## src/rtl/fft_pkg.sv

```systemverilog
// fft_pkg: shared constants, feeder state encoding and index helpers for the 8-point FFT load path.
`default_nettype none

package fft_pkg;

   localparam int FFT_N     = 8;
   localparam int FFT_LOG2N = 3;

   typedef enum logic [1:0] {
      ST_FILL      = 2'd0,
      ST_START     = 2'd1,
      ST_SEND      = 2'd2,
      ST_WAIT_DONE = 2'd3
   } feeder_state_t;

   // Decimation-in-time input order for a 3-bit index.
   function automatic logic [FFT_LOG2N-1:0] bitrev3(input logic [FFT_LOG2N-1:0] k);
      return {k[0], k[1], k[2]};
   endfunction

endpackage

`default_nettype wire

```

## src/rtl/fft_sample_buf.sv

```systemverilog
// fft_sample_buf: one-frame complex sample store, single write port, asynchronous read port, data not reset.
`default_nettype none

module fft_sample_buf #(
   parameter int DW    = 32,
   parameter int DEPTH = 8,
   parameter int AW    = 3
) (
   input  logic            clk,
   input  logic            wr_en,
   input  logic [AW-1:0]   wr_addr,
   input  logic [2*DW-1:0] wr_data,
   input  logic [AW-1:0]   rd_addr,
   output logic [2*DW-1:0] rd_data
);

   logic [2*DW-1:0] mem [DEPTH];

   always_ff @(posedge clk) begin
      if (wr_en) begin
         mem[wr_addr] <= wr_data;
      end
   end

   assign rd_data = mem[rd_addr];

endmodule

`default_nettype wire

```

## src/rtl/fft_sample_feeder.sv

```systemverilog
// fft_sample_feeder: buffers one 8-sample frame and streams it into the FFT core after a start pulse.
// Build option FFT_FEEDER_BITREV_EN: send the frame in bit-reversed (DIT) order instead of natural order.
`default_nettype none

module fft_sample_feeder
   import fft_pkg::*;
#(
   parameter int DW      = 32,
   parameter int TIMEOUT = 255
) (
   input  logic          i_clk,
   input  logic          i_rst_n,
   input  logic          i_s_valid,
   output logic          o_s_ready,
   input  logic [DW-1:0] i_s_re,
   input  logic [DW-1:0] i_s_im,
   output logic          o_start,
   output logic          o_valid_in,
   output logic [DW-1:0] o_re,
   output logic [DW-1:0] o_im,
   output logic [2:0]    o_idx,
   input  logic          i_done,
   output logic          o_busy,
   output logic [15:0]   o_frame_cnt,
   output logic          o_timeout_err,
   input  logic          i_clr_err
);

   localparam logic [15:0] TIMER_LAST = 16'(TIMEOUT - 1);

   feeder_state_t state, state_nxt;

   logic [FFT_LOG2N-1:0] wr_cnt;
   logic [FFT_LOG2N-1:0] rd_cnt;
   logic [15:0]          timer;
   logic [15:0]          frame_cnt;
   logic                 timeout_err;

   logic                 accept;
   logic                 timer_hit;
   logic [FFT_LOG2N-1:0] send_idx;
   logic [2*DW-1:0]      rd_data;

   assign accept    = (state == ST_FILL) && i_s_valid;
   assign timer_hit = (timer == TIMER_LAST);

`ifdef FFT_FEEDER_BITREV_EN
   assign send_idx = bitrev3(rd_cnt);
`else
   assign send_idx = rd_cnt;
`endif

   fft_sample_buf #(
      .DW    (DW),
      .DEPTH (FFT_N),
      .AW    (FFT_LOG2N)
   ) u_buf (
      .clk     (i_clk),
      .wr_en   (accept),
      .wr_addr (wr_cnt),
      .wr_data ({i_s_re, i_s_im}),
      .rd_addr (send_idx),
      .rd_data (rd_data)
   );

   always_ff @(posedge i_clk or negedge i_rst_n) begin
      if (!i_rst_n) begin
         state <= ST_FILL;
      end else begin
         state <= state_nxt;
      end
   end

   always_comb begin
      state_nxt = state;
      case (state)
         ST_FILL: begin
            if (accept && (wr_cnt == 3'd7)) begin
               state_nxt = ST_START;
            end
         end
         ST_START: begin
            state_nxt = ST_SEND;
         end
         ST_SEND: begin
            if (rd_cnt == 3'd7) begin
               state_nxt = ST_WAIT_DONE;
            end
         end
         ST_WAIT_DONE: begin
            if (i_done || timer_hit) begin
               state_nxt = ST_FILL;
            end
         end
         default: begin
            state_nxt = ST_FILL;
         end
      endcase
   end

   // wr_cnt wraps 7->0 on the last handshake, so it is already 0 for the next frame.
   always_ff @(posedge i_clk or negedge i_rst_n) begin
      if (!i_rst_n) begin
         wr_cnt <= '0;
         rd_cnt <= '0;
         timer  <= '0;
      end else begin
         if (accept) begin
            wr_cnt <= wr_cnt + 3'd1;
         end
         if (state == ST_START) begin
            rd_cnt <= '0;
         end else if (state == ST_SEND) begin
            rd_cnt <= rd_cnt + 3'd1;
         end
         if (state == ST_SEND) begin
            timer <= '0;
         end else if (state == ST_WAIT_DONE) begin
            timer <= timer + 16'd1;
         end
      end
   end

   // A done pulse that coincides with the last timer cycle counts as success.
   always_ff @(posedge i_clk or negedge i_rst_n) begin
      if (!i_rst_n) begin
         frame_cnt   <= '0;
         timeout_err <= 1'b0;
      end else begin
         if ((state == ST_WAIT_DONE) && i_done) begin
            frame_cnt <= frame_cnt + 16'd1;
         end
         if (i_clr_err) begin
            timeout_err <= 1'b0;
         end else if ((state == ST_WAIT_DONE) && !i_done && timer_hit) begin
            timeout_err <= 1'b1;
         end
      end
   end

   always_comb begin
      o_s_ready     = (state == ST_FILL);
      o_start       = (state == ST_START);
      o_valid_in    = (state == ST_SEND);
      o_busy        = (state != ST_FILL);
      o_frame_cnt   = frame_cnt;
      o_timeout_err = timeout_err;
      o_idx         = '0;
      o_re          = '0;
      o_im          = '0;
      if (state == ST_SEND) begin
         o_idx = send_idx;
         o_re  = rd_data[2*DW-1:DW];
         o_im  = rd_data[DW-1:0];
      end
   end

endmodule

`default_nettype wire

```

## config.mk

```make
export PLATFORM = sky130hd
export DESIGN_NAME = fft_sample_feeder
export DESIGN_NICKNAME = d
export VERILOG_FILES = /design/src/rtl/fft_pkg.sv /design/src/rtl/fft_sample_buf.sv /design/src/rtl/fft_sample_feeder.sv
export SDC_FILE = /design/constraint.sdc
export NUM_CORES = 1
export LEC_CHECK = 0
export CAP_MARGIN = 10
export CORE_ASPECT_RATIO = 0.75
export CORE_MARGIN = 2
export CORE_UTILIZATION = 58
export DETAILED_ROUTE_END_ITERATION = 10
export PLACE_DENSITY = 0.9
export SLEW_MARGIN = 0
export SYNTH_ARGS = -nofsm -noshare
export SYNTH_HDL_FRONTEND = slang
export SYNTH_SLANG_ARGS = --single-unit
export TNS_END_PERCENT = 1
```

## constraint.sdc

```tcl
create_clock -name i_clk -period 6.7 [get_ports i_clk]
set_input_delay 1.34 -clock i_clk [delete_from_list [all_inputs] [get_ports i_clk]]
set_output_delay 1.34 -clock i_clk [all_outputs]
set_load 0.02 [all_outputs]
```

Yosys cells after proc, flatten, opt, wreduce, memory -nomap -nowiden
Memory sizes are Yosys's and may differ from the RTL's.
Cells that the tools add are included.
{ "word_totals": {"regBits": 41, "ram_bits": 512, "inputBits": 69, "wordCells": 48, "mem_count": 1} }
{ "memory_table": {"columns": ["memory", "depth", "word_bits", "read_ports", "rd_ports_with_merged_regs", "write_ports", "line_no", "rtl"], "rows": [
  ["u_buf.mem", 8, 64, 1, 0, 1, "fft_sample_buf.sv:17", "logic [2*DW-1:0] mem [DEPTH];"]
]} }
{ "op_classes": {"add_sub_neg": 4, "n_eq_ne": 9, "n_mux": 15, "reduce_logical": 13} }
{ "ops": {"columns": ["cell", "count"], "rows": [
  ["$mux 32", 2],
  ["$add 16x1->16 const B", 2],
  ["$mux 16", 2],
  ["$eq 16x8->1 const B", 1],
  ["$mux 3", 3],
  ["$pmux 2 s4", 1],
  ["$reduce_bool 2->1", 4],
  ["$add 3x1->3 const B", 2],
  ["$eq 3x3->1 const B", 2],
  ["$mux 2", 3],
  ["$logic_and 1x1->1", 5],
  ["$eq 2x2->1 const B", 2],
  ["$mux 1", 4],
  ["$ne 2x1->1 const B", 2],
  ["$reduce_and 3->1", 1],
  ["$eq 2x1->1 const B", 1],
  ["$logic_not 2->1", 1],
  ["$ne 2x2->1 const B", 1],
  ["$logic_not 1->1", 1],
  ["$logic_or 1x1->1", 1]
]} }

Longest topological paths before layout
Gate-level depths: netlist of the first run.
{ "depth": {"ltp_word": 5, "ltp_mapped": 6} }

Hierarchy
Synthesis of the first run repeated with hierarchy kept, for this count alone.
{ "unflattened": {"hier_cells": 1021, "hier_area_um2": 21775.9} }
{ "by_module_without_submodules": {"columns": ["module", "n_inst", "cells_each", "area_each_um2"], "rows": [
  ["fft_sample_buf", 1, 752, 19277.2],
  ["fft_sample_feeder", 1, 269, 2498.6]
]} }

Worst setup path after synthesis of the first run
OpenSTA, ideal clock, no wires.
{ "synth_timing": {"path_kind": "input -> register", "start": "input port i_s_valid", "end": "memory u_buf.mem[5][0] (netlist bit) (enable)", "arrival_ns": 5.836, "t_required_ns": 6.135, "path_slack_ns": 0.299, "path_stages": 2, "path_cell_list": "nand2_1 > nor3_1"} }
{ "synth_between": {"elab_chain_cells": 3} }
{ "synth_lines": {"columns": ["item", "line_no", "rtl"], "rows": [
  ["start, declared", "fft_sample_feeder.sv:13", "input logic i_s_valid,"],
  ["$logic_and 1x1->1", "fft_sample_feeder.sv:44", "assign accept = (state == ST_FILL) && i_s_valid;"],
  ["$mux 1", "fft_sample_buf.sv:20", "if (wr_en) begin"],
  ["$mux 1 (not written as such)", "fft_sample_buf.sv:21", "mem[wr_addr] <= wr_data;"],
  ["end, declared", "fft_sample_buf.sv:17", null]
]} }
Every way passes these cells.

Worst setup path in the final report of the first run
{ "layout_timing": {"start": "register rd_cnt[0]", "end": "output port o_re[2]"} }
{ "layout_between": {"elab_chain_cells": 2} }
{ "layout_lines": {"columns": ["item", "line_no", "rtl"], "rows": [
  ["start, declared", "fft_sample_feeder.sv:34", "logic [FFT_LOG2N-1:0] rd_cnt;"],
  ["start signal, assigned", "fft_sample_feeder.sv:114", "rd_cnt <= rd_cnt + 3'd1;"],
  ["$mem_v2 8x64", null, null],
  ["$mux 32", "fft_sample_feeder.sv:151", "if (state == ST_SEND) begin"],
  ["end, declared", "fft_sample_feeder.sv:19", "output logic [DW-1:0] o_re,"]
]} }
Every way passes these cells.

==> load_flow_metrics.sql, run 1 <==
INSERT INTO impl_metrics (metric_group, metric, value, unit) VALUES
('run_status', 'outcome', 'completed', ''),
('cts', 'postCtsSetupRepairBufs', '0', ''),
('pwr', 'power.ir.vdd_worst', '246', 'µV'),
('cells_and_area', 'final_nets', '1345', ''),
('timing', 'fmaxAchievable', '202', 'MHz'),
('floorplanning', 'initial_core_util', '58.7', '%'),
('floorplanning', 'core-area', '36900', 'µm²'),
('logic_synthesis', 'ys_ff_latch', '553', ''),
('cts', 'clock_tree_from_tritoncts', 'built', ''),
('cells_and_area', 'post_layout_nonfiller_instances', '1812', ''),
('logic_synthesis', 'synth.cells.most_frequent', '512 x edfxtp_1, 138 x nand2_1, 128 x mux4_2', ''),
('worst_setup_path', 'crit_required', '5.36', 'ns'),
('timing', 'finalSetupViolations', '0', ''),
('routing', 'post_drt_wl_per_cell', '25.1', 'µm'),
('placed_design', 'numPortBuffers', '156', ''),
('cts', 'cts.root.buffer_cell', 'clkbuf_16', ''),
('routing', 'initial_drt_markers', '938', ''),
('cts', 'tritoncts.num_buffers', '51', ''),
('timing', 'finalCritPeriodShare', '74.0', '%'),
('logic_synthesis', 'yosysUniqueCellTypes', '37', ''),
('cells_and_area', 'post-route-util', '69.0', '%'),
('logic_synthesis', 'synth-seq-area-share', '75.7', '%'),
('grt', 'grt_pass1_vias', '11300', ''),
('logic_synthesis', 'synthDominantAreaCellType', 'edfxtp_1', ''),
('routing', 'postRouteWirelength', '45500', 'µm'),
('hold_path', 'min-delay-path-class', 'reg -> reg', ''),
('floorplanning', 'chipHeight', '171', 'µm'),
('grt', 'met3_usage', '4.80', '%'),
('placed_design', 'hpwl', '24100', 'µm'),
('floorplanning', 'design.portCount', '157', ''),
('logic_synthesis', 'synth.most_common_cell', 'edfxtp_1', ''),
('floorplanning', 'die_area', '38900', 'µm²'),
('cts', 'clock_sinks', '553', ''),
('placed_design', 'gp_congestion', '0.761', ''),
('grt', 'grt_antenna_before_repair', '5', ''),
('grt', 'grt.total_usage', '24.0', '%'),
('cts', 'clk_path_buf_depth', '3', ''),
('floorplanning', 'die_w', '227', 'µm'),
('timing', 'setup_repair_after_global_routing_missed_its_margin', 'no', ''),
('logic_synthesis', 'synthesis.nets', '1167', ''),
('timing', 'final.setup.tns', '0', 'ns'),
('logic_synthesis', 'syn_inst', '1086', ''),
('cells_and_area', 'synthToLayoutAreaGrowth', '17.7', '%'),
('cells_and_area', 'drive_above_1_share', '19.1', '%'),
('floorplanning', 'rows', '61', ''),
('logic_synthesis', 'syn_area', '21700', 'µm²'),
('grt', 'global_route.usage.met2', '38.8', '%'),
('cts', 'cts.htree.levels', '2', ''),
('timing', 'clock_skew', '0.0220', 'ns'),
('routing', 'drt-pass1-iter-count', '5', ''),
('placed_design', 'dp_cells', '1715', ''),
('routing', 'num_vias', '10900', ''),
('cts', 'cts_hold_buffers', '0', ''),
('cts', 'clk_pin_slew', '0.06', 'ns'),
('routing', 'drc_violations', '0', ''),
('grt', 'globalRoute.totalOverflow', '0', ''),
('timing', 'fin_crit', '4.96', 'ns'),
('grt', 'grt_start_max_net_pins', '67', ''),
('cts', 'worstSkewPairLatency', '0.59', 'ns'),
('logic_synthesis', 'yosys-top-cells-area', 'edfxtp_1 71%, mux4_2 13%, dfrtp_1 4.7%', ''),
('logic_synthesis', 'async_reset_ff_share', '7.41', '%'),
('grt', 'grt.met1_usage', '34.7', '%'),
('logic_synthesis', 'ys_warn_count', '0', ''),
('logic_synthesis', 'synth_area_per_cell', '20.0', 'µm²'),
('worst_setup_path', 'critPathKind', 'reg -> out', ''),
('logic_synthesis', 'synthDominantCellAreaShare', '71.0', '%'),
('worst_setup_path', 'worst_setup_path_end_kind', 'output pin', ''),
('logic_synthesis', 'ys.flop_type', 'edfxtp_1', ''),
('logic_synthesis', 'synth_enable_flop_cells', '512', ''),
('worst_setup_path', 'critical_path_arrival', '3.62', 'ns'),
('cells_and_area', 'layout.filler_cells', '2261', ''),
('worst_setup_path', 'critPathLaunchType', 'flop', ''),
('grt', 'globalRoute.busiestLayer', 'met2', ''),
('timing', 'slew_headroom', '24.6', '%'),
('grt', 'global_route_wire_length_before_repair', '68600', 'µm'),
('routing', 'postRouteAntennaNets', '0', ''),
('cts', 'cts-resized-gates', '0', ''),
('timing', 'maxSlewViolCount', '0', ''),
('run', 'drv.max_cap_violation_count', '0', ''),
('worst_setup_path', 'crit_path_max_fanout', '45', ''),
('pwr', 'power_density', '390', 'nW/µm²'),
('pwr', 'p_leak', '8.31', 'nW'),
('routing', 'routed_vias_inst', '6.04', ''),
('timing', 'finalHoldViolCount', '0', ''),
('timing', 'timing_worst_slew_pin_value', '1.13', 'ns');
==> metrics by stage <==
| stage | hold WS [ns] | area, µm² | power (mW) | setup WS (ns) |
|---|---|---|---|---|
| 5_1_grt | 0.514 | 25500 | 10.3 | 1.51 |
| 4_1_cts | 0.481 | 25500 | 10.0 | 1.63 |
| 6_report | 0.473 | 25500 | 9.95 | 1.74 |
| 3_3_place_gp | 0.468 | 23800 | 7.03 | 2.31 |
| 3_5_place_dp | 0.473 | 23800 | 7.09 | 2.25 |
| 2_1_floorplan | 0.485 | 21700 | 6.17 | 0.299 |
==> report_power, final <==
group          internal (mW)  switching, mW
combinational           1.33           1.43
clock                   1.70           1.24
sequential              4.04          0.216
==> logic make-up after synthesis <==
kind of cell	after synthesis	share of synthesized area, %
AOI/OAI and AO/OA	70	2.41
xor gates and xnor gates	28	1.13
adders and majority gates	12	0.693
buffers and inverters	65	1.62
DFF	553	75.7
muxes	137	13.8
and+or+nand+nor	221	4.69
==> critical path: stages (launching register included) <==
cell             delay, ns
dfrtp_4               1.01
buf_4                 0.62
mux4_2                0.59
nand2_1               0.09
a21boi_1              0.10
clkdlybuf4s50_1       0.56
==> per-layer routing <==
layer	vias up	wire, µm
met2	467	22300
met5	-	19
met3	55	3440
met1	5720	19100
li1	4698	-
met4	4	655
==> sequential cells by signal (all words and copies together) (netlist names) <==
register,count
timer,16
o_timeout_err,1
wr_cnt,3
u_buf.mem,512
state,2
o_frame_cnt,16
rd_cnt,3
==> area by class of cell <==
type                       instances  area [µm²]  share of cell area (%)
inverter                          12        45.0                   0.177
clock buffer                      63        1340                    5.26
tap                              504         631                    2.47
antenna                            3        7.51                  0.0294
clock inverter                    31         352                    1.38
sequential                       553       16400                    64.3
timing repair buffer             178        1730                    6.80
multi-input combinational        468        4980                    19.5
==> placed cells by master, fill, tap and decap left out, types with 3 or more instances in the layout <==
master | netlist | final
clkinv_1 | 0 | 14
and4_1 | 4 | 4
nor3_1 | 6 | 4
nand3_1 | 10 | 10
nand4_1 | 5 | 5
buf_4 | 4 | 21
nor2_4 | 0 | 6
clkinv_2 | 0 | 5
xnor2_1 | 18 | 18
clkbuf_16 | 0 | 51
xor2_1 | 10 | 10
mux2_2 | 6 | 6
nand2_1 | 138 | 138
bufinv_16 | 0 | 7
clkbuf_1 | 18 | 10
nand3_2 | 3 | 3
clkdlybuf4s50_1 | 0 | 155
inv_1 | 12 | 11
ha_1 | 12 | 11
nor2_1 | 30 | 24
nor2b_1 | 3 | 3
mux4_2 | 128 | 128
nand3b_1 | 3 | 3
nor4_1 | 4 | 4
dfrtp_1 | 41 | 38
nor4_2 | 3 | 3
and2_1 | 3 | 3
diode_2 | 0 | 3
and3_1 | 3 | 3
edfxtp_1 | 512 | 512
a21boi_1 | 64 | 64
==> worst paths after layout <==
kind | startpoint | end | slack [ns] | depth (start not counted)
max | rd_cnt[0]$_DFFE_PN0P_ | o_re[2] | 1.74 | 5
min | o_frame_cnt[15]$_DFFE_PN0P_ | o_frame_cnt[15]$_DFFE_PN0P_ | 0.47 | 1
max reg2reg | state[0]$_DFFE_PN0P_ | u_buf.mem[1][60]$_DFFE_PP_ | 3.59 | 6
min reg2reg | o_frame_cnt[15]$_DFFE_PN0P_ | o_frame_cnt[15]$_DFFE_PN0P_ | 0.47 | 1
max in group asynchronous | i_rst_n | rd_cnt[1]$_DFFE_PN0P_ | 5.07 | 1
min in group asynchronous | i_rst_n | wr_cnt[1]$_DFFE_PN0P_ | 0.92 | 1
(Power assumes the default switching activity.)
==> run 2: changes to the inputs <==
clock period = 4.8 ns   (was 6.7 ns; I/O delays follow)
==> run 2 against run 1 <==
Sequential power up 39%. Clock-buffer cell count grew 6. Cell count is essentially flat. Largest cell class unchanged. Via count fell by 0.58%. Worst setup slack got worse by 1.1 ns. Die area unchanged. Design area about the same. First-iteration DRC count rose by 9.8%. Hold slack gained 0.0031 ns.
==> load_flow_metrics.sql, run 2 (synthesis gave the netlist of run 1 again) <==
INSERT INTO impl_metrics (metric_group, metric, value, unit) VALUES
('run_status', 'outcome', 'completed', ''),
('cts', 'cts-resized-gates', '0', ''),
('pwr', 'power.ir.vdd_worst', '390', 'µV'),
('cells_and_area', 'final_nets', '1348', ''),
('placed_design', 'dp_cells', '1719', ''),
('worst_setup_path', 'crit_required', '3.84', 'ns'),
('worst_setup_path', 'timing.critical_path.buf_inv', '3', ''),
('routing', 'postRouteWirelength', '44600', 'µm'),
('grt', 'grt_antenna_before_repair', '3', ''),
('timing', 'hold_ws', '0.476', 'ns'),
('routing', 'postRouteAntennaNets', '0', ''),
('worst_setup_path', 'critical_path_arrival', '3.21', 'ns'),
('cts', 'postCtsSetupRepairBufs', '0', ''),
('routing', 'drt-pass1-iter-count', '5', ''),
('grt', 'grt_start_max_net_pins', '73', ''),
('timing', 'fmaxAchievable', '240', 'MHz'),
('placed_design', 'gp_congestion', '0.779', ''),
('timing', 'slew_headroom', '35.2', '%'),
('cells_and_area', 'layout_commonest_cell', 'edfxtp_1', ''),
('routing', 'drc_violations', '0', ''),
('routing', 'num_vias', '10900', ''),
('timing', 'setup_repair_after_global_routing_missed_its_margin', 'no', ''),
('routing', 'post_drt_wl_per_cell', '24.6', 'µm'),
('worst_setup_path', 'crit_path_cell_trace', 'inv_2 > buf_4 > nand2_1 > a21boi_1 > clkdlybuf4s50_1', ''),
('floorplanning', 'die_area', '38900', 'µm²'),
('routing', 'routed_vias_inst', '6.01', ''),
('cts', 'cts_hold_buffers', '0', ''),
('run', 'drv.max_cap_violation_count', '0', ''),
('worst_setup_path', 'critPathTopFamily', 'buffers and inverters', ''),
('floorplanning', 'die_w', '227', 'µm'),
('cells_and_area', 'largest-register', 'u_buf.mem', ''),
('pwr', 'fin_total_pwr', '13.7', 'mW'),
('grt', 'global_route_wire_length_before_repair', '67300', 'µm'),
('floorplanning', 'initial_core_util', '58.7', '%'),
('worst_setup_path', 'crit_path_max_fanout', '26', ''),
('cells_and_area', 'layout.cells.most_common_list', '512 x edfxtp_1, 155 x clkdlybuf4s50_1, 138 x nand2_1', ''),
('pwr', 'p_leak', '8.31', 'nW'),
('worst_setup_path', 'critPathLaunchType', 'flop', ''),
('floorplanning', 'rows', '61', ''),
('timing', 'finalCritPeriodShare', '86.8', '%'),
('timing', 'maxSlewViolCount', '0', ''),
('pwr', 'power_density', '537', 'nW/µm²'),
('cells_and_area', 'antenna-diode-count', '0', ''),
('cts', 'clk_pin_slew', '0.06', 'ns'),
('timing', 'finalSetupViolations', '0', ''),
('timing', 'clock_skew', '0.0195', 'ns'),
('floorplanning', 'core-area', '36900', 'µm²'),
('grt', 'grt_pass1_vias', '11400', ''),
('cts', 'cts.htree.levels', '2', ''),
('grt', 'globalRoute.totalOverflow', '0', ''),
('placed_design', 'numPortBuffers', '156', ''),
('timing', 'finalHoldViolCount', '0', ''),
('cells_and_area', 'drive_above_1_share', '19.1', '%'),
('cts', 'cts.root.buffer_cell', 'clkbuf_16', ''),
('cts', 'clock_sinks', '553', ''),
('timing', 'timing_worst_slew_pin_value', '0.973', 'ns'),
('worst_setup_path', 'critical_path.slowest_cell', 'dfrtp_4', ''),
('timing', 'fin_crit', '4.17', 'ns'),
('floorplanning', 'design.portCount', '157', ''),
('routing', 'initial_drt_markers', '1030', ''),
('worst_setup_path', 'stage_delay_of_the_slowest_cell_on_the_critical_path', '0.65', 'ns'),
('worst_setup_path', 'worst_setup_path_end_kind', 'output pin', ''),
('grt', 'grt.total_usage', '23.5', '%'),
('cells_and_area', 'post-route-util', '69.0', '%'),
('cts', 'clock_tree_from_tritoncts', 'built', ''),
('placed_design', 'hpwl', '24700', 'µm'),
('timing', 'final.setup.tns', '0', 'ns'),
('hold_path', 'min-delay-path-class', 'reg -> reg', ''),
('cts', 'worstSkewPairLatency', '0.58', 'ns'),
('cells_and_area', 'post_layout_nonfiller_instances', '1811', ''),
('cells_and_area', 'max_reg_flops', '512', ''),
('worst_setup_path', 'critPathKind', 'reg -> out', ''),
('cts', 'clk_path_buf_depth', '3', ''),
('cts', 'tritoncts.num_buffers', '50', ''),
('floorplanning', 'chipHeight', '171', 'µm'),
('cells_and_area', 'synthToLayoutAreaGrowth', '17.6', '%');
==> run 2: layer usage <==
| layer | share of wire, % | vias up | GRT usage (%) |
|---|---|---|---|
| met2 | 49 | 410 | 38.0 |
| li1 | - | 4695 | - |
| met3 | 7.3 | 72 | 5.04 |
| met4 | 2.0 | 6 | 5.60 |
| met5 | 0.085 | - | 0 |
| met1 | 42 | 5698 | 33.3 |
==> run 2: worst register-to-register path: stages (launching register included) <==
cell	delay, ns
dfrtp_1	0.40
inv_1	0.17
ha_1	0.34
inv_1	0.15
or3_1	0.42
nor2_4	0.13
buf_4	0.62
==> run 2: metrics by stage <==
step	cell area (µm²)	setup WS (ns)
after detailed placement	23900	1.21
after CTS	25500	0.597
after global routing	25500	0.476
after floorplan	21700	-1.17
final	25500	0.631
after global placement	23900	1.22
==> run 2: power by group <==
group          leakage, nW  internal [mW]  switching (mW)  total [mW]
clock network        0.768           2.19            1.68        3.87
registers             5.16           5.63           0.287        5.92
logic                 2.38           1.90            2.01        3.91
total                 8.31           9.73            3.97        13.7
==> run 2: layout make-up <==
type	instances	area, µm²
clock buffers	69	1350
clock inverters	23	229
fillers	2303	11500
inverters	12	45.0
multi-input cells	468	4990
flip-flops and latches	553	16400
well taps	504	631
repair buffers	182	1830
==> run 2: final timing paths <==
| path | end | depth (start not counted) | slack, ns | startpoint |
|---|---|---|---|---|
| max | o_re[5] | 5 | 0.63 | rd_cnt[2]$_DFFE_PN0P_ |
| min | o_frame_cnt[15]$_DFFE_PN0P_ | 1 | 0.48 | o_frame_cnt[15]$_DFFE_PN0P_ |
| max reg2reg | u_buf.mem[1][34]$_DFFE_PP_ | 6 | 2.15 | state[0]$_DFFE_PN0P_ |
| min reg2reg | o_frame_cnt[15]$_DFFE_PN0P_ | 1 | 0.48 | o_frame_cnt[15]$_DFFE_PN0P_ |
| max in group asynchronous | rd_cnt[1]$_DFFE_PN0P_ | 1 | 3.58 | i_rst_n |
| min in group asynchronous | o_frame_cnt[2]$_DFFE_PN0P_ | 1 | 0.54 | i_rst_n |
